[src/rtl/uart_pkg.sv]
// rtl/uart_pkg.sv - shared UART types, parity-mode constants and parameter checks
package uart_pkg;

    typedef enum logic [2:0] {
        IDLE,
        START,
        DATA,
        PAR,
        STOP
    } state_t;

    localparam int PAR_NONE = 0;
    localparam int PAR_EVEN = 1;
    localparam int PAR_ODD  = 2;

    function automatic bit data_bits_ok(input int n);
        return (n >= 5) && (n <= 8);
    endfunction

    function automatic bit parity_ok(input int p);
        return (p == PAR_NONE) || (p == PAR_EVEN) || (p == PAR_ODD);
    endfunction

    function automatic bit stop_bits_ok(input int s);
        return (s == 1) || (s == 2);
    endfunction

    function automatic bit cfg_ok(input int db, input int par, input int sb);
        return data_bits_ok(db) && parity_ok(par) && stop_bits_ok(sb);
    endfunction

endpackage

[src/rtl/uart_tx.sv]
// rtl/uart_tx.sv - UART transmitter: start, data LSB first, optional parity, stop bits
module uart_tx
    import uart_pkg::*;
#(
    parameter int N         = 13,
    parameter int DATA_BITS = 8,
    parameter int PARITY    = PAR_NONE,
    parameter int STOP_BITS = 1
) (
    input  logic                 clk,
    input  logic                 rst,
    input  logic [N-1:0]         q,
    input  logic                 tx_start,
    input  logic [DATA_BITS-1:0] tx_data,
    output logic                 tx,
    output logic                 busy,
    output logic                 tx_done,
    output logic                 presc_sync
);

    if (!cfg_ok(DATA_BITS, PARITY, STOP_BITS)) begin : g_bad_cfg
        $error("uart_tx: illegal DATA_BITS/PARITY/STOP_BITS combination");
    end

    localparam logic [2:0] LAST_DATA = 3'(DATA_BITS - 1);
    localparam logic [2:0] LAST_STOP = 3'(STOP_BITS - 1);
    localparam bit         HAS_PAR   = (PARITY != PAR_NONE);
    localparam bit         ODD_PAR   = (PARITY == PAR_ODD);

    state_t                 state, state_n;
    logic [DATA_BITS-1:0]   shreg, shreg_n;
    logic [2:0]             cnt, cnt_n;
    logic                   tx_n, done_n, sync_n;
    logic                   bit_tick;

    // The prescaler is being restarted while presc_sync is high, so its q is stale then.
    assign bit_tick = (q == '0) && !presc_sync;
    assign busy     = (state != IDLE);

    // State and output registers; reset returns the line high at once.
    always_ff @(posedge clk or negedge rst) begin
        if (!rst) begin
            state      <= IDLE;
            shreg      <= '0;
            cnt        <= '0;
            tx         <= 1'b1;
            tx_done    <= 1'b0;
            presc_sync <= 1'b0;
        end else begin
            state      <= state_n;
            shreg      <= shreg_n;
            cnt        <= cnt_n;
            tx         <= tx_n;
            tx_done    <= done_n;
            presc_sync <= sync_n;
        end
    end

    // Next-state logic; the shift register rotates so the captured word is intact for parity.
    always_comb begin
        state_n = state;
        shreg_n = shreg;
        cnt_n   = cnt;
        tx_n    = tx;
        done_n  = 1'b0;
        sync_n  = 1'b0;
        case (state)
            IDLE: begin
                tx_n = 1'b1;
                if (tx_start) begin
                    state_n = START;
                    tx_n    = 1'b0;
                    shreg_n = tx_data;
                    cnt_n   = '0;
                    sync_n  = 1'b1;
                end
            end
            START: begin
                if (bit_tick) begin
                    state_n = DATA;
                    tx_n    = shreg[0];
                end
            end
            DATA: begin
                if (bit_tick) begin
                    shreg_n = {shreg[0], shreg[DATA_BITS-1:1]};
                    if (cnt == LAST_DATA) begin
                        cnt_n = '0;
                        if (HAS_PAR) begin
                            state_n = PAR;
                            tx_n    = (^shreg) ^ ODD_PAR;
                        end else begin
                            state_n = STOP;
                            tx_n    = 1'b1;
                        end
                    end else begin
                        cnt_n = cnt + 3'd1;
                        tx_n  = shreg[1];
                    end
                end
            end
            PAR: begin
                if (bit_tick) begin
                    state_n = STOP;
                    tx_n    = 1'b1;
                    cnt_n   = '0;
                end
            end
            STOP: begin
                tx_n = 1'b1;
                if (bit_tick) begin
                    if (cnt == LAST_STOP) begin
                        state_n = IDLE;
                        cnt_n   = '0;
                        done_n  = 1'b1;
                    end else begin
                        cnt_n = cnt + 3'd1;
                    end
                end
            end
            default: begin
                state_n = IDLE;
                tx_n    = 1'b1;
            end
        endcase
    end

endmodule

[config.mk]
export PLATFORM = sky130hd
export DESIGN_NAME = uart_tx
export DESIGN_NICKNAME = d
export VERILOG_FILES = /design/src/rtl/uart_pkg.sv /design/src/rtl/uart_tx.sv
export SDC_FILE = /design/constraint.sdc
export NUM_CORES = 1
export LEC_CHECK = 0
export CAP_MARGIN = 20
export CORE_ASPECT_RATIO = 1.4
export CORE_MARGIN = 10
export CORE_UTILIZATION = 50
export CTS_CLUSTER_DIAMETER = 50
export DETAILED_ROUTE_END_ITERATION = 6
export HOLD_SLACK_MARGIN = 0.02
export PLACE_DENSITY = 0.93
export SLEW_MARGIN = 20
export SYNTH_ARGS = -nofsm -noshare
export SYNTH_HDL_FRONTEND = slang
export SYNTH_SLANG_ARGS = --single-unit
[constraint.sdc]
create_clock -name clk -period 4.2 [get_ports clk]
set_input_delay 0.84 -clock clk [delete_from_list [all_inputs] [get_ports clk]]
set_output_delay 0.84 -clock clk [all_outputs]
set_load 0.1 [all_outputs]
Word-level counts from Yosys, hierarchy flattened
Index checks and enable logic that the tools add are counted.

storage, ports and cells
  bits in latches = 0
  flip-flop bits (word level) = 17
  bits of input ports = 24
  memory bits (writable) = 0
  ROM bits = 0
  memories = 0
  logic and storage cells = 60
  output and inout bits = 4

operators by class
  mux-type cells = 29
  divide/modulo/power cells = 0
  reductions and logical operators = 12
  $mul = 0
  $add $sub $neg = 1
  equality and inequality tests = 12
  bitwise gates (word level) = 0
  order comparisons = 0
  shift operators = 0

operators by type and width
  operator                                              number
  two-way mux 3 bit                                     13
  two-way mux 8 bit                                     2
  case mux 8 bit (2 select lines)                       1
  case mux 3 bit (5 select lines)                       1
  != test 2 bit (second input constant)                 7
  zero test 13 bit                                      1
  case mux 3 bit (4 select lines)                       1
  two-way mux 1 bit                                     10
  AND reduction 7 bit                                   1
  equality test 3 x 2 -> 1 bit (second input constant)  2
  equality test 3 bit (second input constant)           2
  zero test 3 bit                                       2
  AND reduction 3 bit                                   2
  AND reduction 5 bit                                   1
  case mux 1 bit (4 select lines)                       1
  nonzero test 4 bit                                    1
  adder 3 x 1 -> 3 bit (second input constant)          1
  equality test 3 x 1 -> 1 bit (second input constant)  1
  nonzero test 3 bit                                    1
  nonzero test 2 bit                                    1
  logical AND 1 bit                                     1
  zero test 1 bit                                       1

Longest topological paths before layout
Gate-level depths: netlist of run 1.

  word-level depth = 4
  depth in mapped cells = 6
  gate-level depth less buffers = 6

Least setup slack after synthesis of run 1
Ideal clock, no wire load.

  path kind = input port to flip-flop
  start point = input q[4]
  end point = register cnt[0]
  data arrival time = 2,074 ps
  path buffers = 0
  library setup time = 128 ps
  slack = 1,999 ps
  data required time = 4,072 ps
  stages = 4
  cells stage by stage = nor4_4 nand4_4 a221oi_2 mux2_1

on the way
  word-level cells in the longest chain between the ends = 4
  elaborated cells between the ends (all ways) = 6
  those cells by class = eq/ne (3); reduce/logical (3)

ends and longest elaborated chain
  what                                      line           source
  start, declared                           uart_tx.sv:12  input logic [N-1:0] q,
  zero test 13 bit (*)                      uart_tx.sv:37  assign bit_tick = (q == '0) && !presc_sync;
  logical AND 1 bit (*)                     uart_tx.sv:37
  != test 2 bit (no source line)            n/a
  AND reduction 5 bit (no source line) (*)  n/a
  end signal, assigned                      uart_tx.sv:52  cnt <= cnt_n;
  end, declared                             uart_tx.sv:32  logic [2:0] cnt, cnt_n;

Mark *: on every way between the ends. The rest lies on a longest branch, timed or not.
A chain may end at the register's enable or synchronous reset.

Worst setup path after layout of run 1
  start point = register state[2]
  end point = output busy

on the way
  word-level cells in the longest chain between the ends = 1

ends and longest elaborated chain
  what                    line           source
  start, declared         uart_tx.sv:30  state_t state, state_n;
  start signal, assigned  uart_tx.sv:50  state <= state_n;
  nonzero test 3 bit      uart_tx.sv:38  assign busy = (state != IDLE);
  end, declared           uart_tx.sv:16  output logic busy,

Every way passes these cells.

==> results of run 1 <==
==> metrics by stage <==
step	utilization	instance area (sq um)	setup WS [ps]	hold slack [ps]
2_1_floorplan	-	1010	2000	479
3_3_place_gp	0.657	1280	1440	491
3_5_place_dp	0.657	1280	1400	515
4_1_cts	0.670	1310	1140	534
5_1_grt	0.670	1310	1070	567
6_report	0.670	1310	1150	530
==> metal layers <==
metal | part of all wire | vias up
met5 | 0 | -
met4 | 0.038 | 0
met3 | 0.039 | 11
met2 | 0.56 | 25
met1 | 0.37 | 374
li1 | - | 391
==> registers in the layout, indices dropped and copies added (netlist names) <==
signal,cells
shreg,8
cnt,3
state,3
presc_sync,1
tx,1
tx_done,1
==> report_power, final <==
part	leakage, uW	internal [uW]	total, uW	switching (uW)
registers	0.000214	176	184	7.69
logic	0.000281	35.3	63.1	27.8
clock network	0.0000150	36.9	85.2	48.3
==> synthesized netlist by cell type (2+ instances only) <==
| cell type | n |
|---|---|
| sky130_fd_sc_hd__dfrtp_1 | 16 |
| sky130_fd_sc_hd__nand2b_1 | 11 |
| sky130_fd_sc_hd__o221a_2 | 8 |
| sky130_fd_sc_hd__nor2_1 | 7 |
| sky130_fd_sc_hd__ha_1 | 3 |
| sky130_fd_sc_hd__inv_1 | 3 |
| sky130_fd_sc_hd__nor4_4 | 3 |
| sky130_fd_sc_hd__a21oi_1 | 2 |
| sky130_fd_sc_hd__and2_1 | 2 |
| sky130_fd_sc_hd__buf_4 | 2 |
| sky130_fd_sc_hd__mux2_1 | 2 |
| sky130_fd_sc_hd__nand2_1 | 2 |
| sky130_fd_sc_hd__nand3b_1 | 2 |
| sky130_fd_sc_hd__nor2b_1 | 2 |
| sky130_fd_sc_hd__nor3_1 | 2 |
| sky130_fd_sc_hd__o21ai_0 | 2 |
==> cells by family after synthesis <==
kind of cell | count (synthesis) | synth area share
and+or+nand+nor | 37 | 0.272
AOI/OAI and AO/OA | 21 | 0.191
DFF | 17 | 0.424
buffers and inverters | 7 | 0.0348
muxes | 3 | 0.0323
adders and majority gates | 3 | 0.0373
xor gates and xnor gates | 1 | 0.00870
==> path summary, 6_finish.rpt <==
check / from / endpoint / depth (start not counted) / slack (ps)
min in group asynchronous: rst / tx_done / 1 / 990
hold / removal: cnt[2] / cnt[2] / 1 / 530
max in group asynchronous: rst / shreg[7] / 1 / 2750
setup / recovery: state[2] / busy / 2 / 1150
hold reg to reg: cnt[2] / cnt[2] / 1 / 530
setup reg to reg: state[1] / cnt[2] / 4 / 2260
==> layout make-up <==
cell class,count,area [sq um],share of cell area
repair buffers,27,270,0.207
inverters,3,11.3,0.00862
flip-flops and latches,17,427,0.327
well taps,21,26.3,0.0201
multi-input cells,65,546,0.418
clock buffers,4,26.3,0.0201
==> critical path, cell delays in order (launching register included) <==
cell                              delay [ps]
sky130_fd_sc_hd__dfrtp_1                 510
sky130_fd_sc_hd__or3_1                   430
sky130_fd_sc_hd__clkdlybuf4s50_1         980
==> qor.yml, run 1 <==
total_routing_resource_utilization_after_global_routing: 0.117
run_status: "completed"
clock_sink_count: 17
area_share_of_the_largest_cell_type_after_synthesis: 0.398
finalWeightedCongestion: 0.925
setup_viol: 0
synthCells: 89
grt_setup_unrepaired: "no"
ctsLongestPathBuffers: 2
routed_wl_mm: 2.29
grt_pass1_vias: 890
report.power.total_uw: 332
io-pin-count: 28
cts.repair.resized: 0
fp.dieW_um: 57.9
worst_clock_skew_ps: 0.416
clock_insertion_delay_at_the_later_pin_of_the_skew_report_ps: 280
grt_max_degree: 18
num-nets-final: 144
post_synthesis_sequential_area_ratio: 0.424
fillers: 143
cts_post_setup_buffers_inserted: 0
yosys.area.top_type: "sky130_fd_sc_hd__dfrtp_1"
ys_top_cells_by_area: "sky130_fd_sc_hd__dfrtp_1 (40%), sky130_fd_sc_hd__o221a_2 (8.9%), sky130_fd_sc_hd__nand2b_1 (6.8%)"
placedCellCount: 133
path_clk_slew_ps: 90
critPathRequiredTime_ps: 3360
tritoncts: "yes"
buffer_ports.inserted: 27
layout_common_cells: "sky130_fd_sc_hd__clkdlybuf4s50_1 (27), sky130_fd_sc_hd__dfrtp_1 (16), sky130_fd_sc_hd__nand2b_1 (11)"
area_growth_syn_to_layout_pct: 29.7
grt_remaining_overflow: 0
cts-buffers-inserted: 3
detailedPlacementHpwl_mm: 1.93
final_common_cell: "sky130_fd_sc_hd__clkdlybuf4s50_1"
critPathKind: "reg -> out"
ctsHoldBuffers: 0
worst_ep_arrival_time_ps: 2210
start_util: 0.517
worst_hold_path_type: "reg -> reg"
non_filler_instances: 137
drt_iter0_markers: 11
grtUsageMet2: 0.214
global_route.usage.met1: 0.112
asyncSetResetFlopFracSynth: 1.00
timing.critical_path.to_type: "primary output"
synth_area_sq_mm: 0.00101
top_usage_layer_grt: "met2"
maxClockFrequency_ghz: 0.328
cts_max_level: 1
yosys.cell_types.count: 36
top_fanout_value_on_the_critical_path: 12
dieHeight_um: 73.1
grt.met3_usage: 0.0279
wl_per_cell_um: 16.7
global_route_wire_length_before_repair_mm: 3.93
detailroute.via_count: 801
layout-drive-gt1-share: 0.172
synth_ff_type: "sky130_fd_sc_hd__dfrtp_1"
fp.dieArea_sq_mm: 0.00423
row_count: 19
timing.final.crit_share: 0.725
num_antenna_cells: 0
worst_max_slew_pin_slew_ps: 992
avg_inst_size_synth_sq_um: 11.3
viasPerCell: 5.85
ys.warnings.count: 0
power.static_leakage_uw: 0.000510
core-area_sq_mm: 0.00195
drcViolationCount: 0
synth_seq_cells: 17
drv_cap: 0
clock-root-buffer: "sky130_fd_sc_hd__clkbuf_4"
synth-edff-count: 0
timing_max_transition_violations_final: 0
antenna_violations_before_repair: 0
finalHoldViolCount: 0
drt_pass1_iterations: 4
power-per-cell-area_mw_per_mm2: 254
synth_nets: 116
cp-start-kind: "flop"
totalNegativeSetupSlack_ps: 0
timing.max_slew.rel_slack: 0.337
min_period_ps: 3050
max-vdd-ir-drop_mv: 0.202
drt.antenna.violating_nets: 0
Note: power is estimated with default switching activity, not from simulation.
==> run 2: changes to the inputs <==
--- a/config.mk
+++ b/config.mk
@@ -8,11 +8,11 @@
 export CAP_MARGIN = 20
 export CORE_ASPECT_RATIO = 1.4
 export CORE_MARGIN = 10
-export CORE_UTILIZATION = 50
+export CORE_UTILIZATION = 47
 export CTS_CLUSTER_DIAMETER = 50
 export DETAILED_ROUTE_END_ITERATION = 6
 export HOLD_SLACK_MARGIN = 0.02
-export PLACE_DENSITY = 0.93
+export PLACE_DENSITY = 0.89
 export SLEW_MARGIN = 20
 export SYNTH_ARGS = -nofsm -noshare
 export SYNTH_HDL_FRONTEND = slang
==> constraint.sdc (replaced) <==
create_clock -name clk -period 3.1 [get_ports clk]
set_input_delay 0.62 -clock clk [delete_from_list [all_inputs] [get_ports clk]]
set_output_delay 0.62 -clock clk [all_outputs]
set_load 0.1 [all_outputs]
==> run 2 against run 1 <==
Compared with the run above:
- critical path depth increased by 3
- sequential power is 35% higher
- combinational power increased by 33%
- die area up 4.4%
- cell count unchanged
- total power grew 36%
- clock skew grew 0.95 ps
- worst hold slack better by 8.3 ps
- core utilization is 2.0 points lower
- register-to-register slack got worse by 1100 ps
- non-clock buffer count is the same
- critical endpoint is now cnt[0]
- largest cell class unchanged
==> qor.yml, run 2 (synthesis results as in run 1) <==
detailroute.via_count: 811  # was 801
ctsHoldBuffers: 0  # unchanged
path_clk_slew_ps: 100  # was 90 ps
register_ranked_first_by_flip_flop_count: "shreg"  # unchanged
final_common_cell: "sky130_fd_sc_hd__clkdlybuf4s50_1"  # unchanged
power-per-cell-area_mw_per_mm2: 347  # was 254 mW/mm^2
holdPathStages: 1  # unchanged
drt.antenna.violating_nets: 0  # unchanged
core-area_sq_mm: 0.00200  # was 0.00195 sq mm
global_route_wire_length_before_repair_mm: 3.86  # was 3.93 mm
timing.critical_path.to_type: "flop"  # was primary output
critPathRequiredTime_ps: 3270  # was 3360 ps
clock_insertion_delay_at_the_later_pin_of_the_skew_report_ps: 280  # about the same
routed_wl_mm: 2.15  # was 2.29 mm
worst-r2r-setup-slack_ps: 1160  # was 2260 ps
report.power.total_uw: 450  # was 332 uW
start_util: 0.504  # was 0.517
fp.dieArea_sq_mm: 0.00442  # was 0.00423 sq mm
power.static_leakage_uw: 0.000518  # was 0.000510 uW
worstReg2RegEnd: "cnt[0]"  # was cnt[2]
detailedPlacementHpwl_mm: 1.78  # was 1.93 mm
setup_viol: 0  # unchanged
cts_max_level: 1  # unchanged
critical_path.reg2reg.startpoint: "state[2]"  # was state[1]
grt_max_degree: 18  # unchanged
antenna_violations_before_repair: 0  # unchanged
finalHoldViolCount: 0  # unchanged
timing_max_transition_violations_final: 0  # unchanged
num_antenna_cells: 0  # unchanged
row_count: 19  # unchanged
grtUsageMet2: 0.183  # was 0.214
worst_clock_skew_ps: 1.37  # was 0.416 ps
drt_pass1_iterations: 4  # unchanged
grt.met3_usage: 0.0303  # was 0.0279
critical_path.startpoint: "q[4]"  # was state[2]
min_period_ps: 2280
total_routing_resource_utilization_after_global_routing: 0.107  # was 0.117
maxClockFrequency_ghz: 0.439
top_fanout_value_on_the_critical_path: 7  # was 12
layout_common_cells: "sky130_fd_sc_hd__clkdlybuf4s50_1 (23), sky130_fd_sc_hd__dfrtp_1 (16), sky130_fd_sc_hd__nand2b_1 (11)"  # was sky130_fd_sc_hd__clkdlybuf4s50_1 (27), sky130_fd_sc_hd__dfrtp_1 (16), sky130_fd_sc_hd__nand2b_1 (11)
drt_iter0_markers: 11  # unchanged
global_route.usage.met1: 0.121  # was 0.112
timing.final.crit_share: 0.736
cp-start-kind: "primary input"  # was flop
ctsLongestPathBuffers: 2  # unchanged
totalNegativeSetupSlack_ps: 0  # unchanged
num-nets-final: 144  # unchanged
worstRegToRegCells: 4  # unchanged
worst_max_slew_pin_slew_ps: 757  # was 992 ps
timing.max_slew.rel_slack: 0.494  # was 0.337
min_to: "cnt[2]"  # unchanged
drv_cap: 0  # unchanged
layout-drive-gt1-share: 0.216  # was 0.172
layout_top_registers: "shreg x8, cnt x3, state x3"  # unchanged
fp.dieW_um: 59.1  # was 57.9 um
worst_ep_arrival_time_ps: 2450  # was 2210 ps
viasPerCell: 5.92  # was 5.85
buffer_ports.inserted: 27  # unchanged
area_growth_syn_to_layout_pct: 28.8  # was 29.7%
top_usage_layer_grt: "met2"  # unchanged
dieHeight_um: 74.8  # was 73.1 um
drcViolationCount: 0  # unchanged
grt_pass1_vias: 858  # was 890
grt_remaining_overflow: 0  # unchanged
worst_hold_startpoint: "cnt[2]"  # unchanged
run_status: "completed"  # unchanged
worst_hold_path_type: "reg -> reg"  # unchanged
tritoncts: "yes"  # unchanged
clock_sink_count: 17  # unchanged
cts-buffers-inserted: 3  # unchanged
clock-root-buffer: "sky130_fd_sc_hd__clkbuf_4"  # unchanged
max-vdd-ir-drop_mv: 0.280  # was 0.202 mV
cts.repair.resized: 0  # unchanged
cts_post_setup_buffers_inserted: 0  # unchanged
wl_per_cell_um: 15.7  # was 16.7 um
grt_setup_unrepaired: "no"  # unchanged
finalWeightedCongestion: 0.852  # was 0.925
io-pin-count: 28  # unchanged
flip_flop_count_of_the_largest_register_after_layout: 8  # unchanged
critPathKind: "in -> reg"  # was reg -> out
[run 2: changes by cell type in the layout (fill, tap and decap cells not counted)]
cell / change
sky130_fd_sc_hd__buf_4: +4
sky130_fd_sc_hd__clkbuf_1: -1
sky130_fd_sc_hd__clkdlybuf4s50_1: -4
sky130_fd_sc_hd__clkinv_2: +1
[run 2: per-layer routing]
layer	wire length (um)	up-vias	share of wire
met5	0	-	0
met4	14	0	0.0065
met3	95	2	0.044
met2	1140	16	0.53
met1	897	401	0.42
li1	-	392	-
[run 2: power breakdown]
part	leakage [uW]	internal, uW	switching, uW
registers	0.000214	238	9.87
logic	0.000286	47.0	37.0
clock network	0.0000177	47.8	69.8
total	0.000518	333	117
[run 2: worst max-delay path by stage]
| stage | to | slack, ps | cells past startpoint |
|---|---|---|---|
| floorplan | cnt[0] | 960 | 4 |
| CTS | cnt[0] | 810 | 5 |
| detailed placement | cnt[0] | 490 | 5 |
| finish | cnt[0] | 820 | 5 |
| global route | cnt[0] | 730 | 5 |
| global placement | cnt[0] | 590 | 5 |
[run 2: through the flow]
step	hold WS [ps]	worst slack [ps]	util	instances	area, sq um
final	538	820	0.650	137	1300
after global routing	579	733	0.650	137	1300
after CTS	534	813	0.650	137	1300
after detailed placement	508	486	0.636	133	1270
after global placement	499	588	0.636	133	1270
after floorplan	324	963	-	89	1010
[run 2: layout make-up]
cell class | count | area, sq um
clock buffer | 3 | 22.5
timing repair buffer | 27 | 260
inverter | 3 | 11.3
tap | 21 | 26.3
fill | 166 | 699
clock inverter | 1 | 5.00
sequential | 17 | 427
multi-input combinational | 65 | 546
[run 2: worst max-delay path: stages]
cell	delay, ps
sky130_fd_sc_hd__clkdlybuf4s50_1	440
sky130_fd_sc_hd__nor4_4	390
sky130_fd_sc_hd__nand4_4	190
sky130_fd_sc_hd__a221oi_2	440
sky130_fd_sc_hd__mux2_1	370
==> run 3: changes to the inputs <==
==> constraint.sdc (replaced) <==
create_clock -name clk -period 2.13 [get_ports clk]
set_input_delay 0.426 -clock clk [delete_from_list [all_inputs] [get_ports clk]]
set_output_delay 0.426 -clock clk [all_outputs]
set_load 0.1 [all_outputs]
==> run 3 against run 2 <==
Compared with the run above:
- worst hold slack worse by 80 ps
- cell area up 4.4%
- worst setup slack worse by 700 ps
- wire length up 6.5%
- sequential power up 47%
- cell count up 4.4%
- clock power up 45%
- combinational power up 45%
- die area unchanged
- sequential share of layout area down 1.3 points
- largest cell class unchanged
- critical path type unchanged
- sequential cell count unchanged
- count of clock-buffer cells in the layout up 1
==> qor.yml, run 3 (synthesis results as in run 1) <==
path_clk_slew_ps: 100  # about the same
power.static_leakage_uw: 0.000551  # was 0.000518 uW
finalWeightedCongestion: 0.822  # was 0.852
timing.final.crit_share: 0.945
cp-start-kind: "primary input"  # unchanged
final_common_cell: "sky130_fd_sc_hd__clkdlybuf4s50_1"  # unchanged
buffer_ports.inserted: 27  # unchanged
ctsHoldBuffers: 0  # unchanged
clock_sink_count: 17  # unchanged
worst-r2r-setup-slack_ps: 190  # was 1160 ps
wl_per_cell_um: 16.0  # was 15.7 um
detailedPlacementHpwl_mm: 1.93  # was 1.78 mm
layout_common_cells: "sky130_fd_sc_hd__clkdlybuf4s50_1 (23), sky130_fd_sc_hd__dfrtp_1 (15), sky130_fd_sc_hd__nand2b_1 (11)"  # was sky130_fd_sc_hd__clkdlybuf4s50_1 (23), sky130_fd_sc_hd__dfrtp_1 (16), sky130_fd_sc_hd__nand2b_1 (11)
pwr-share-comb: 0.186  # was 0.187
top_fanout_value_on_the_critical_path: 3  # was 7
grt_setup_unrepaired: "no"  # unchanged
placedCellCount: 139  # was 133
share_clk_of_total_power: 0.260  # was 0.262
grt_remaining_overflow: 0  # unchanged
worstReg2RegEnd: "cnt[2]"  # was cnt[0]
antenna_violations_before_repair: 0  # unchanged
layout_top_registers: "shreg x8, cnt x3, state x3"  # unchanged
cts_post_setup_buffers_inserted: 0  # unchanged
num_antenna_cells: 0  # unchanged
critical_path.reg2reg.startpoint: "state[1]"  # was state[2]
drt_iter0_markers: 13  # was 11
grt_pass1_vias: 859  # was 858
layout-drive-gt1-share: 0.254  # was 0.216
power.share.sequential: 0.554  # was 0.552
fp.dieW_um: 59.1  # unchanged
switchingPower_uw: 167  # was 117 uW
flip_flop_count_of_the_largest_register_after_layout: 8  # unchanged
global_route_wire_length_before_repair_mm: 3.88  # was 3.86 mm
grt_max_degree: 18  # unchanged
run_status: "completed"  # unchanged
setup.worst_path.end: "cnt[2]"  # was cnt[0]
area_growth_syn_to_layout_pct: 34.5  # was 28.8%
tritoncts: "yes"  # unchanged
setup_viol: 0  # unchanged
cts.repair.resized: 0  # unchanged
worst_max_slew_pin_slew_ps: 371  # was 757 ps
finalHoldViolCount: 0  # unchanged
drcViolationCount: 0  # unchanged
cts-buffers-inserted: 3  # unchanged
viasPerCell: 5.67  # was 5.92
worst_clock_skew_ps: 3.72  # was 1.37 ps
drv_cap: 0  # unchanged
ctsLongestPathBuffers: 2  # unchanged
num-nets-final: 150  # was 144
worst_ep_arrival_time_ps: 2190  # was 2450 ps
detailroute.via_count: 811  # unchanged
drt.antenna.violating_nets: 0  # unchanged
critical_path.startpoint: "q[1]"  # was q[4]
critPathKind: "in -> reg"  # unchanged
routed_wl_mm: 2.29  # was 2.15 mm
core-area_sq_mm: 0.00200  # unchanged
clock_insertion_delay_at_the_later_pin_of_the_skew_report_ps: 280  # about the same
cts_max_level: 1  # unchanged
worst_hold_path_type: "in -> async"  # was reg -> reg
timing.critical_path.to_type: "flop"  # unchanged
total_routing_resource_utilization_after_global_routing: 0.114  # was 0.107
critPathRequiredTime_ps: 2310  # was 3270 ps
clock-root-buffer: "sky130_fd_sc_hd__clkbuf_4"  # unchanged
maxClockFrequency_ghz: 0.497
dieHeight_um: 74.8  # unchanged
min_period_ps: 2010
switching_share_of_power: 0.254  # was 0.259
drt_pass1_iterations: 4  # unchanged
non_filler_instances: 143  # was 137
fp.dieArea_sq_mm: 0.00442  # unchanged
max-vdd-ir-drop_mv: 0.389  # was 0.280 mV
register_ranked_first_by_flip_flop_count: "shreg"  # unchanged
internal-power_uw: 489  # was 333 uW
worstRegToRegCells: 4  # unchanged
timing.max_slew.rel_slack: 0.752  # was 0.494
io-pin-count: 28  # unchanged
power-per-cell-area_mw_per_mm2: 484  # was 347 mW/mm^2
report.power.total_uw: 656  # was 450 uW
row_count: 19  # unchanged
timing_max_transition_violations_final: 0  # unchanged
start_util: 0.504  # unchanged
run 3: how the worst min path moves through the flow:
| stage | to | slack, ps | depth (start not counted) |
|---|---|---|---|
| 4_1_cts | cnt[0] | 470 | 2 |
| 3_3_place_gp | cnt[2] | 530 | 1 |
| 2_1_floorplan | cnt[0] | 130 | 0 |
| 5_1_grt | state[0] | 470 | 2 |
| 6_report | cnt[0] | 460 | 2 |
| 3_5_place_dp | cnt[2] | 530 | 1 |
run 3: cell type report:
cell class                      count  area (sq um)
Fill cell                         161           642
Multi-Input combinational cell     65           546
Sequential cell                    17           428
Timing Repair Buffer               33           318
Clock buffer                        4          26.3
Tap cell                           21          26.3
Inverter                            3          11.3
run 3: per-layer routing:
| metal | track usage | vias up | part of all wire |
|---|---|---|---|
| met5 | 0 | - | 0 |
| met4 | 0.0512 | 0 | 0.0044 |
| met3 | 0.0286 | 2 | 0.035 |
| met2 | 0.210 | 14 | 0.58 |
| met1 | 0.117 | 392 | 0.38 |
| li1 | - | 403 | - |
run 3: worst max-delay path: stages:
cell and delay [ps]:
sky130_fd_sc_hd__clkdlybuf4s50_1 460, sky130_fd_sc_hd__nor4_4 380, sky130_fd_sc_hd__nand4_4 160, sky130_fd_sc_hd__a221oi_2 410, sky130_fd_sc_hd__mux2_1 350
run 3: per-stage QoR:
| stage | hold WS (ps) | setup WS (ps) | utilization | setup TNS (ps) | cell area, sq um |
|---|---|---|---|---|---|
| after floorplan | 130 | 186 | - | 0 | 1010 |
| after global placement | 531 | -134 | 0.665 | -1100 | 1330 |
| after detailed placement | 530 | -201 | 0.665 | -1740 | 1330 |
| after CTS | 469 | 106 | 0.679 | 0 | 1360 |
| after global routing | 475 | 44.6 | 0.679 | 0 | 1360 |
| final | 458 | 118 | 0.679 | 0 | 1360 |
run 3: power by group through the flow:
stage                     Clock (uW)  Combinational, uW  Sequential [uW]
after detailed placement           0                124              370
after CTS                        174                124              364
final                            171                122              364
after floorplan                    0               39.8              384
after global placement             0                121              369
after global routing             194                133              367
